--- config.mk ---
export PLATFORM = sky130hd
export DESIGN_NAME = pipe_hazard_ctrl
export DESIGN_NICKNAME = d
export VERILOG_FILES = /design/src/rtl/pipe_hazard_ctrl.sv
export SDC_FILE = /design/constraint.sdc
export NUM_CORES = 1
export LEC_CHECK = 0
export CAP_MARGIN = 20
export CORE_MARGIN = 4
export CORE_UTILIZATION = 49
export CTS_CLUSTER_SIZE = 24
export DETAILED_ROUTE_END_ITERATION = 6
export GPL_TIMING_DRIVEN = 0
export PLACE_DENSITY_LB_ADDON = 0.3
export SETUP_SLACK_MARGIN = 0.4
export SLEW_MARGIN = 20
export SYNTH_ARGS = -nofsm -noshare
export SYNTH_HDL_FRONTEND = slang
export SYNTH_SLANG_ARGS = --single-unit
--- constraint.sdc ---
create_clock -name clk -period 2.7 [get_ports clk]
set_input_delay 0.675 -clock clk [delete_from_list [all_inputs] [get_ports clk]]
set_output_delay 0.675 -clock clk [all_outputs]
set_load 0.05 [all_outputs]
--- src/rtl/pipe_hazard_ctrl.sv ---
// Pipeline hazard controller for a 5-stage in-order core: load-use interlock,
// operand forwarding, memory-wait freeze, branch flush and halt handling.
module pipe_hazard_ctrl #(
   parameter int MEM_TIMEOUT = 255
) (
   input  logic        clk,
   input  logic        rst_n,
   input  logic [4:0]  id_rs1_addr,
   input  logic [4:0]  id_rs2_addr,
   input  logic        id_rs1_ren,
   input  logic        id_rs2_ren,
   input  logic [4:0]  ex_reg_waddr,
   input  logic        ex_reg_wen,
   input  logic        ex_is_load,
   input  logic [4:0]  mem_reg_waddr,
   input  logic        mem_reg_wen,
   input  logic        id_redirect,
   input  logic        mem_req,
   input  logic        mem_ready,
   input  logic        wb_ebreak,
   output logic        if_stall,
   output logic        id_stall,
   output logic        if_id_flush,
   output logic        ex_bubble,
   output logic        ex_stall,
   output logic        mem_stall,
   output logic        wb_bubble,
   output logic [1:0]  fwd_rs1_sel,
   output logic [1:0]  fwd_rs2_sel,
   output logic        halted,
   output logic        mem_timeout,
   output logic [31:0] stall_cycles
);

   localparam logic [1:0] ST_RUN      = 2'd0;
   localparam logic [1:0] ST_MEM_WAIT = 2'd1;
   localparam logic [1:0] ST_HALT     = 2'd2;

   localparam logic [8:0] TIMEOUT_LIMIT = 9'(MEM_TIMEOUT);

   logic [1:0]  state_q, state_d;
   logic [7:0]  wait_cnt_q, wait_cnt_d;
   logic        mem_timeout_q, mem_timeout_d;
   logic [31:0] stall_cycles_q, stall_cycles_d;

   logic        hz1, hz2, load_use, mw;
   logic        ex_fwd_ok, mem_fwd_ok;
   logic [8:0]  wait_next;
   logic        timeout_hit;

   assign ex_fwd_ok  = ex_reg_wen & (ex_reg_waddr != 5'd0) & ~ex_is_load;
   assign mem_fwd_ok = mem_reg_wen & (mem_reg_waddr != 5'd0);

   assign hz1 = ex_is_load & ex_reg_wen & (ex_reg_waddr != 5'd0) &
                id_rs1_ren & (ex_reg_waddr == id_rs1_addr);
   assign hz2 = ex_is_load & ex_reg_wen & (ex_reg_waddr != 5'd0) &
                id_rs2_ren & (ex_reg_waddr == id_rs2_addr);
   assign load_use = hz1 | hz2;
   assign mw       = mem_req & ~mem_ready;

   // The RUN cycle that first sees mw is the first wait cycle, so the
   // counter only has to count the MEM_WAIT cycles that follow it.
   assign wait_next   = {1'b0, wait_cnt_q} + 9'd1;
   assign timeout_hit = (wait_next >= TIMEOUT_LIMIT);

   always_comb begin
      if_stall    = 1'b0;
      id_stall    = 1'b0;
      if_id_flush = 1'b0;
      ex_bubble   = 1'b0;
      ex_stall    = 1'b0;
      mem_stall   = 1'b0;
      wb_bubble   = 1'b0;
      if (rst_n) begin
         if ((state_q == ST_HALT) || mw) begin
            if_stall  = 1'b1;
            id_stall  = 1'b1;
            ex_stall  = 1'b1;
            mem_stall = 1'b1;
            wb_bubble = 1'b1;
         end else if (load_use) begin
            if_stall  = 1'b1;
            id_stall  = 1'b1;
            ex_bubble = 1'b1;
         end else if (id_redirect) begin
            if_id_flush = 1'b1;
         end
      end
   end

   always_comb begin
      fwd_rs1_sel = 2'd0;
      fwd_rs2_sel = 2'd0;
      if (rst_n) begin
         if (ex_fwd_ok && (ex_reg_waddr == id_rs1_addr)) begin
            fwd_rs1_sel = 2'd1;
         end else if (mem_fwd_ok && (mem_reg_waddr == id_rs1_addr)) begin
            fwd_rs1_sel = 2'd2;
         end
         if (ex_fwd_ok && (ex_reg_waddr == id_rs2_addr)) begin
            fwd_rs2_sel = 2'd1;
         end else if (mem_fwd_ok && (mem_reg_waddr == id_rs2_addr)) begin
            fwd_rs2_sel = 2'd2;
         end
      end
   end

   // wb_ebreak is ignored under mw because WB then carries a bubble.
   always_comb begin
      state_d        = state_q;
      wait_cnt_d     = wait_cnt_q;
      mem_timeout_d  = mem_timeout_q;
      stall_cycles_d = stall_cycles_q;

      if (if_stall && (state_q != ST_HALT) && (stall_cycles_q != 32'hFFFF_FFFF)) begin
         stall_cycles_d = stall_cycles_q + 32'd1;
      end

      case (state_q)
         ST_RUN: begin
            wait_cnt_d = 8'd0;
            if (mw) begin
               state_d = ST_MEM_WAIT;
            end else if (wb_ebreak) begin
               state_d = ST_HALT;
            end
         end
         ST_MEM_WAIT: begin
            if (mw) begin
               if (timeout_hit) begin
                  state_d       = ST_HALT;
                  mem_timeout_d = 1'b1;
               end else begin
                  wait_cnt_d = wait_next[7:0];
               end
            end else begin
               wait_cnt_d = 8'd0;
               state_d    = wb_ebreak ? ST_HALT : ST_RUN;
            end
         end
         ST_HALT: begin
            state_d = ST_HALT;
         end
         default: begin
            state_d = ST_RUN;
         end
      endcase

      if (!rst_n) begin
         state_d        = ST_RUN;
         wait_cnt_d     = 8'd0;
         mem_timeout_d  = 1'b0;
         stall_cycles_d = 32'd0;
      end
   end

   always_ff @(posedge clk) begin
      state_q        <= state_d;
      wait_cnt_q     <= wait_cnt_d;
      mem_timeout_q  <= mem_timeout_d;
      stall_cycles_q <= stall_cycles_d;
   end

   assign halted       = (state_q == ST_HALT);
   assign mem_timeout  = mem_timeout_q;
   assign stall_cycles = stall_cycles_q;

endmodule

# Yosys cells after proc, flatten, opt, wreduce, memory -nomap -nowiden
# Cells that the tools add are included.
[word_totals]
reg_bits = 43
latch_bits = 0
ramBits = 0
mem_bits_ro = 0
inputBits = 31
output_inout_bits = 45
word_cells = 71
memories = 0
[classes]
n_addsub = 2
mul = 0
div = 0
magnitude_cmp = 1
n_eq_ne = 11
n_shift = 0
mux = 26
bitwise_logic = 13
reduce_logical = 14
[op_table]
columns = ["operator", "count"]
rows = [
  ["32-bit by 1-bit adder with 32-bit output (second input constant)", 1],
  ["32-bit inequality test (second input constant)", 1],
  ["2-bit 2-to-1 mux", 11],
  ["5-bit equality test", 4],
  ["8-bit 2-to-1 mux", 2],
  ["8-bit one-hot mux with 2 select lines", 1],
  ["1-bit 2-to-1 mux", 11],
  ["1-bit AND", 10],
  ["5-bit nonzero test", 2],
  ["8-bit by 1-bit adder with 9-bit output (second input constant)", 1],
  ["9-bit by 8-bit >= comparator with 1-bit output (second input constant)", 1],
  ["3-bit inequality test (second input constant)", 3],
  ["1-bit logical AND", 6],
  ["2-bit one-hot mux with 3 select lines", 1],
  ["2-bit AND reduction", 2],
  ["3-bit AND reduction", 1],
  ["2-bit by 1-bit equality test with 1-bit output (second input constant)", 1],
  ["2-bit equality test (second input constant)", 1],
  ["2-bit zero test", 1],
  ["2-bit inequality test (second input constant)", 1],
  ["1-bit NOT", 2],
  ["2-bit nonzero test", 1],
  ["1-bit logical OR", 1],
  ["1-bit bitwise OR", 1],
]

# Depth between registers and ports, before layout
# Gate-level depths: netlist of run 1.
[logic_depth]
depth_word = 10
mapped_depth = 9
ltp_nobuf = 8

# Least setup slack after synthesis of run 1
# Ideal clock, no wire load.
[synth_timing]
kind = "input to output"
startpoint = "input ex_reg_waddr[4]"
endpoint = "output ex_bubble"
t_arrival_ps = 2882
required_ps = 2025
path_slack_ps = -857
path_stages = 5
n_path_buf = 0
path_cell_list = "xnor2_1 > nand3_1 > nor3_4 > a22oi_1 > nor4_1"
[synth_via]
elab_chain_cells = 8
elab_cells_between_ends = 12
cone_classes = "eq/ne (2); mux (3); bitwise (6); reduce/logical (1)"
[synth_rtl]
columns = ["item", "line", "rtl"]
rows = [
  ["start: declaration", "12", "input logic [4:0] ex_reg_waddr,"],
  ["5-bit nonzero test", "54, 56", ""],
  ["1-bit AND", "54, 56", ""],
  ["1-bit AND (on tied branches)", "54, 56", ""],
  ["1-bit AND (on tied branches)", "55, 57", ""],
  ["1-bit bitwise OR (*)", "58", "assign load_use = hz1 | hz2;"],
  ["1-bit 2-to-1 mux (*)", "81", "end else if (load_use) begin"],
  ["1-bit 2-to-1 mux (*)", "75", "if ((state_q == ST_HALT) || mw) begin"],
  ["1-bit 2-to-1 mux (*)", "74", "if (rst_n) begin"],
  ["end: declaration", "24", "output logic ex_bubble,"],
]
# Mark *: on every way between the ends. The rest lies on a longest branch, timed or not.

# Worst setup path after layout of run 1
[layout_timing]
startpoint = "input id_rs1_addr[0]"
endpoint = "output if_stall"
[layout_via]
elab_chain_cells = 6
[layout_rtl]
columns = ["item", "line", "rtl"]
rows = [
  ["start: declaration", "8", "input logic [4:0] id_rs1_addr,"],
  ["5-bit equality test", "55", "id_rs1_ren & (ex_reg_waddr == id_rs1_addr);"],
  ["1-bit AND", "55", ""],
  ["1-bit bitwise OR", "58", ""],
  ["1-bit 2-to-1 mux", "81", ""],
  ["1-bit 2-to-1 mux", "75", ""],
  ["1-bit 2-to-1 mux", "74", ""],
  ["end: declaration", "21", "output logic if_stall,"],
]
# Every way passes these cells.

==> metrics.md, run 1 <==
| Metric | Value |
|---|---|
| Status | `finished with violations` |
| Violated checks | `negative setup slack` |
| Nets | `475` |
| Vias in the first global route | `3013` |
| Post-layout util | `82.9%` |
| Final cell count without fillers | `513` |
| CP startpoint | `id_rs1_addr[0]` |
| # clock sinks | `43` |
| Initial drt markers | `339` |
| Final worst-path cycle share | `103%` |
| Relative slew slack | `61.8%` |
| Core ar. | `0.00551 mm²` |
| Final Critical Period | `2780 ps` |
| Hold Crit Start | `mem_timeout` |
| Core Rows | `27` |
| Worst min-delay path class | `flop to flop` |
| Post-synth EDFFs | `0` |
| Largest net degree at the start of global routing | `13` |
| Layout Skew | `13.8 ps` |
| WL final | `11.6 mm` |
| # port buffers | `75` |
| Mean post-synth cell area | `8.25 µm²` |
| Final Worst Setup Slack | `-80.9 ps` |
| Compound-Gate Fraction of Synth Area | `17.4%` |
| Initial antenna violation count | `0` |
| Synth Area in Simple Gates | `33.9%` |
| Main flop type after synthesis | `dfxtp_1` |
| Layout cells sized above 1 | `36.7%` |
| Synth Instances | `338` |
| Placer Congestion | `0.896` |
| DRC Markers | `0` |
| Mux cell area share after synthesis | `5.75%` |
| WS Path Type | `input port to output pin` |
| Worst Path Max Fanout | `2` |
| Routed vias | `3400` |
| Die area | `0.00696 mm²` |
| Final setup fails | `3` |
| YS warnings | `0` |
| Post-Place Cells | `485` |
| Routed wire per std cell | `22.7 µm` |
| Clk slew on worst S/H paths | `80 ps` |
| Max Slew Vio Count | `0` |
| First-pass GRT wire length | `14.1 mm` |
| Worst Path Required | `2030 ps` |
| Critical Path End Type | `output pin` |
| Area grow syn2layout | `63.8%` |
| DPL Wire Length | `5.99 mm` |
| Max cap viols | `0` |
| DR vias/cell | `6.63` |
| Yosys cell types | `58` |
| CTS tree | `yes` |
| Worst-Margin Slew | `573 ps` |
| RSZ-0062 raised after global routing | `true` |
| H-tree depth | `2` |
| Async S/R FF share, synth | `0%` |
| Clock buffer depth | `2` |
| Critical path startpoint category | `input port` |
| Congestion Overflow GR | `0` |
| Highest clock rate | `0.360 GHz` |
| Post-Synth XOR/XNOR Area | `6.28%` |
| Diode count | `0` |
| Arrival @ worst endpoint | `2110 ps` |
| Worst-Skew Late Latency | `310 ps` |
| All-Layer GR Usage | `23.9%` |
| #FFs+latches synth | `43` |
| Highest ir drop seen on vdd | `0.246 mV` |
| Largest family of logic cells by synthesized area | `simple AND/OR/NAND/NOR gates` |
| Power Dens Cells | `333 mW/mm²` |
| Die boundary width | `83.4 µm` |
| Final Hold Vio Count | `0` |
| Post-synth design cell area | `0.00279 mm²` |
| Synth Area in Adders | `1.35%` |
| CTS buffer count | `5` |
| I/O pin count | `76` |
| Seq/Total Area, Yosys | `30.9%` |
| Worst r2r src | `stall_cycles[0]` |
| 1st-pass router iterations | `5` |
| Post-Syn Nets | `372` |
| Antenna Violating Nets Remaining | `0` |
| Die height | `83.4 µm` |
| P_leak | `0.00172 µW` |
| Initial Utilization | `50.6%` |
| CTS Root Cell | `clkbuf_8` |
synth_stat cells (all sizes together), types with 2 or more instances:
cell type  count  area (µm²)
a221oi         2        35.0
or3            3        18.8
ha             3        37.5
o41ai          3        26.3
xnor2         11        96.3
nand2         41         159
nand3         21         105
or4           13        97.6
dfxtp         43         861
nor4          11        90.1
o311ai         3        33.8
nand2b        14        87.6
inv            6        22.5
and3           7        43.8
o21a           2        15.0
mux2i         16         160
nor4b          2        17.5
nor2          18        67.6
and2           2        12.5
o21ai         10        50.0
nand3b         2        15.0
o31ai         12        90.1
nand4         11        96.3
nor2b          2        12.5
nor3          10        82.6
a31oi          7        43.8
clkbuf         6        22.5
nand4b         2        17.5
buf           12        77.6
xor2           9        78.8
a21oi         22         110
sequential cells by signal (all words and copies together), names as in the netlist:
register      cells
mem_timeout       1
state_q           2
stall_cycles     32
wait_cnt_q        8
worst max-delay path, cell delays in order:
cell and delay (ps):
clkdlybuf4s15_2 220, xor2_2 290, nor3_4 90, a22oi_2 300, nor2_4 60, o21a_4 210
buf_8 110, buf_8 140
cell families after synthesis:
| group | Yosys count |
|---|---|
| flops | 43 |
| mux | 16 |
| fa+ha+maj | 3 |
| xor+xnor | 20 |
| buf+inv | 24 |
| simple gates | 162 |
| compound gates | 70 |
final timing paths:
path | endpoint | slack [ps] | cells after the start
worst max-delay path | if_stall | -80 | 8
worst max register to register | stall_cycles[28] | 260 | 7
worst min-delay path | mem_timeout | 490 | 2
worst min register to register | mem_timeout | 490 | 2
routing by layer:
layer | track usage (%) | share of wire [%] | vias up
li1 | - | - | 1466
met1 | 27.1 | 33 | 1614
met2 | 43.5 | 53 | 253
met3 | 5.06 | 8.2 | 67
met4 | 8.92 | 5.4 | 0
met5 | 0 | 0 | -
layout by cell type (no fill, tap or decap), types with 8 or more instances in the layout:
cell and instances:
a21oi_1 15, buf_2 12, nand2_1 38, nand2b_1 13, nor2_1 16, o31ai_4 9, mux2i_1 16, nand4_1 8
clkdlybuf4s50_1 31, nand3_1 19, or4_1 9, buf_6 20, buf_4 16, buf_8 11, dfxtp_1 36
stage by stage:
| step | setup WS, ps | setup TNS, ps | hold slack [ps] | instance area (µm²) | total power, µW |
|---|---|---|---|---|---|
| 6_report | -80.9 | -154 | 495 | 4570 | 1520 |
| 5_1_grt | -113 | -366 | 522 | 4570 | 1560 |
| 4_1_cts | -23.7 | -23.7 | 498 | 3980 | 1420 |
| 3_5_place_dp | -1390 | -18770 | 472 | 3720 | 916 |
| 3_3_place_gp | -1370 | -16940 | 461 | 3720 | 911 |
| 2_1_floorplan | 66.3 | 0 | 485 | 2880 | 807 |
power breakdown:
group / switching, µW / leakage, µW / total [µW] / internal (µW)
Combinational: 228 / 0.00132 / 379 / 151
Sequential: 2.99 / 0.000350 / 639 / 636
Clock: 231 / 0.0000513 / 502 / 272
repair_timing:
| action | 4_1_cts | 5_1_grt |
|---|---|---|
| setup endpoints to repair | 45 | 34 |
| hold buffers | 0 | 0 |
| resized for setup | 205 | 107 |
| pin swaps | 27 | 33 |
| gates cloned | 0 | 3 |
| setup buffers | 6 | 12 |
cell type report:
type | count | area, µm²
Sequential cell | 43 | 870
Fill cell | 302 | 941
Timing Repair Buffer | 96 | 935
Tap cell | 72 | 90.1
Clock buffer | 6 | 72.6
Multi-Input combinational cell | 271 | 2370
Clock inverter | 1 | 30.0
Buffer | 18 | 173
Inverter | 6 | 25.0
Power figures use the tool's default switching activity.
==> run 2: changes to the inputs <==
CORE_UTILIZATION = 45   (was 49)
GPL_ROUTABILITY_DRIVEN = 0   (was unset)
==> metrics.md, run 2 (synthesis results as in run 1) <==
| Metric | Value |
|---|---|
| Final Hold Vio Count | `0 (unchanged)` |
| CTS Root Cell | `clkbuf_8` |
| DRC Markers | `0 (unchanged)` |
| Initial drt markers | `229 (-32%)` |
| Layout cells sized above 1 | `34.9% (-1.8 points)` |
| Critical Path End Type | `output pin` |
| Routed vias | `3125 (-8.1%)` |
| Max incr delay on CP | `400 ps (+100 ps)` |
| Relative slew slack | `61.0% (-0.82 points)` |
| Pre-CTS setup slack | `-1380 ps (+9.20 ps)` |
| CTS tree | `yes` |
| Core ar. | `0.00596 mm² (+8.2%)` |
| Layout Skew | `8.20 ps (-5.64 ps)` |
| # clock sinks | `43 (unchanged)` |
| Die boundary width | `86.7 µm (+3.9%)` |
| Initial Utilization | `46.8% (-3.8 points)` |
| Final Critical Period | `2690 ps (-87.8 ps)` |
| Final worst-path cycle share | `99.7% (-3.3 points)` |
| H-tree depth | `2 (unchanged)` |
| Crit-path most repeated cell | `buf_8` |
| Worst Path Required | `2030 ps (about the same)` |
| Critical path startpoint category | `input port` |
| Nets | `471 (-0.84%)` |
| Antenna Violating Nets Remaining | `0 (unchanged)` |
| Leading cell type in the layout, fill and taps excluded | `nand2_1` |
| Clk slew on worst S/H paths | `90 ps (about the same)` |
| Status | `completed` |
| # port buffers | `75 (unchanged)` |
| WL final | `9.35 mm (-20%)` |
| DR vias/cell | `6.08 (-8.3%)` |
| All-Layer GR Usage | `22.6% (-1.3 points)` |
| Final setup fails | `0 (-3)` |
| Worst Path Max Fanout | `3 (+1)` |
| Die area | `0.00752 mm² (+8.0%)` |
| Power Dens Cells | `337 mW/mm² (+1.1%)` |
| P_leak | `0.00161 µW (-6.1%)` |
| Max reg flops | `32 (unchanged)` |
| Commonest non-fill, non-tap cells in the layout | `nand2_1, dfxtp_1, clkdlybuf4s50_1` |
| Total negative slack | `0 ps (+154 ps)` |
| Max Slew Vio Count | `0 (unchanged)` |
| Congestion Overflow GR | `0 (unchanged)` |
| Post-route cell area | `0.00427 mm² (-6.5%)` |
| DPL Wire Length | `5.97 mm (-0.43%)` |
| Max cap viols | `0 (unchanged)` |
| WS Path Type | `input port to output pin` |
| Worst min-delay path class | `flop to flop` |
| 1st-pass router iterations | `5 (unchanged)` |
| Largest net degree at the start of global routing | `14 (+1)` |
| First-pass GRT wire length | `13.7 mm (-2.7%)` |
| Initial antenna violation count | `1 (+1)` |
| Worst-Margin Slew | `586 ps (+12.3 ps)` |
| Worst path cell trace | `buf_8 > or3_4 > o311ai_4 > nor2_2 > o21a_4 > buf_8 > buf_8` |
| Arrival @ worst endpoint | `2020 ps (-90 ps)` |
| Routed wire per std cell | `18.2 µm (-20%)` |
| I/O pin count | `76 (unchanged)` |
| Area grow syn2layout | `53.1%` |
| Post-layout util | `71.6% (-11 points)` |
| Final Worst Setup Slack | `6.94 ps (+87.8 ps)` |
| Reg2reg setup slack | `480 ps (+220 ps)` |
| Core Rows | `28 (+3.7%)` |
| Highest clock rate | `0.371 GHz (+3.3%)` |
| RSZ-0062 raised after global routing | `true` |
| Post-DP Area | `0.00372 mm² (+0.10%)` |
| Die height | `86.7 µm (+3.9%)` |
| Total power | `1440 µW (-5.5%)` |
| CTS buffer count | `5 (unchanged)` |
| Worst-Skew Late Latency | `300 ps (about the same)` |
| Clock buffer depth | `2 (unchanged)` |
| Critical path's slowest cell | `or3_4` |
| Vias in the first global route | `2864 (-4.9%)` |
| Highest ir drop seen on vdd | `0.276 mV (+12%)` |
-- run 2: final timing paths --
path                   start               end  depth (start not counted)
max          ex_reg_waddr[1]          if_stall                          7
min              mem_timeout       mem_timeout                          2
max reg2reg  stall_cycles[0]  stall_cycles[24]                          7
min reg2reg      mem_timeout       mem_timeout                          2
-- run 2: layout make-up --
class | instances | area [µm²]
Multi-Input combinational cell | 271 | 2150
Fill cell | 438 | 1690
Sequential cell | 43 | 872
Timing Repair Buffer | 92 | 857
Buffer | 18 | 158
Clock buffer | 7 | 96.3
Tap cell | 75 | 93.8
Inverter | 6 | 25.0
Clock inverter | 1 | 7.51
Antenna cell | 1 | 2.50
-- run 2: worst max-delay path, delay by kind of cell --
kind,cells,cell delay (ps)
compound gates,2,490
simple gates,2,490
buf+inv,3,350
-- run 2: stage by stage --
| stage | hold WS, ps | std cells |
|---|---|---|
| after floorplan | 485 | 338 |
| after global placement | 465 | 488 |
| after detailed placement | 468 | 488 |
| after CTS | 488 | 507 |
| after global routing | 524 | 514 |
| final | 484 | 514 |
-- run 2: repair_timing --
action,4_1_cts,5_1_grt
resized for setup,198,79
buffers inserted,11,5
pin swaps,28,18
hold buffers,0,0
endpoints found under the setup margin,45,47
cloned,0,1
-- run 2: layer usage --
metal | wire (µm) | vias up | track usage (%) | share of wire, %
met5 | 0 | - | 0 | 0
met4 | 225 | 0 | 7.51 | 2.4
met3 | 605 | 30 | 5.13 | 6.5
met2 | 4890 | 141 | 39.2 | 52
met1 | 3640 | 1490 | 27.4 | 39
li1 | - | 1464 | - | -
-- run 2: power by group --
| part | total (µW) | leakage [µW] | switching (µW) | internal [µW] |
|---|---|---|---|---|
| combinational | 327 | 0.00121 | 190 | 137 |
| sequential | 638 | 0.000351 | 2.04 | 636 |
| clock | 471 | 0.0000505 | 238 | 233 |
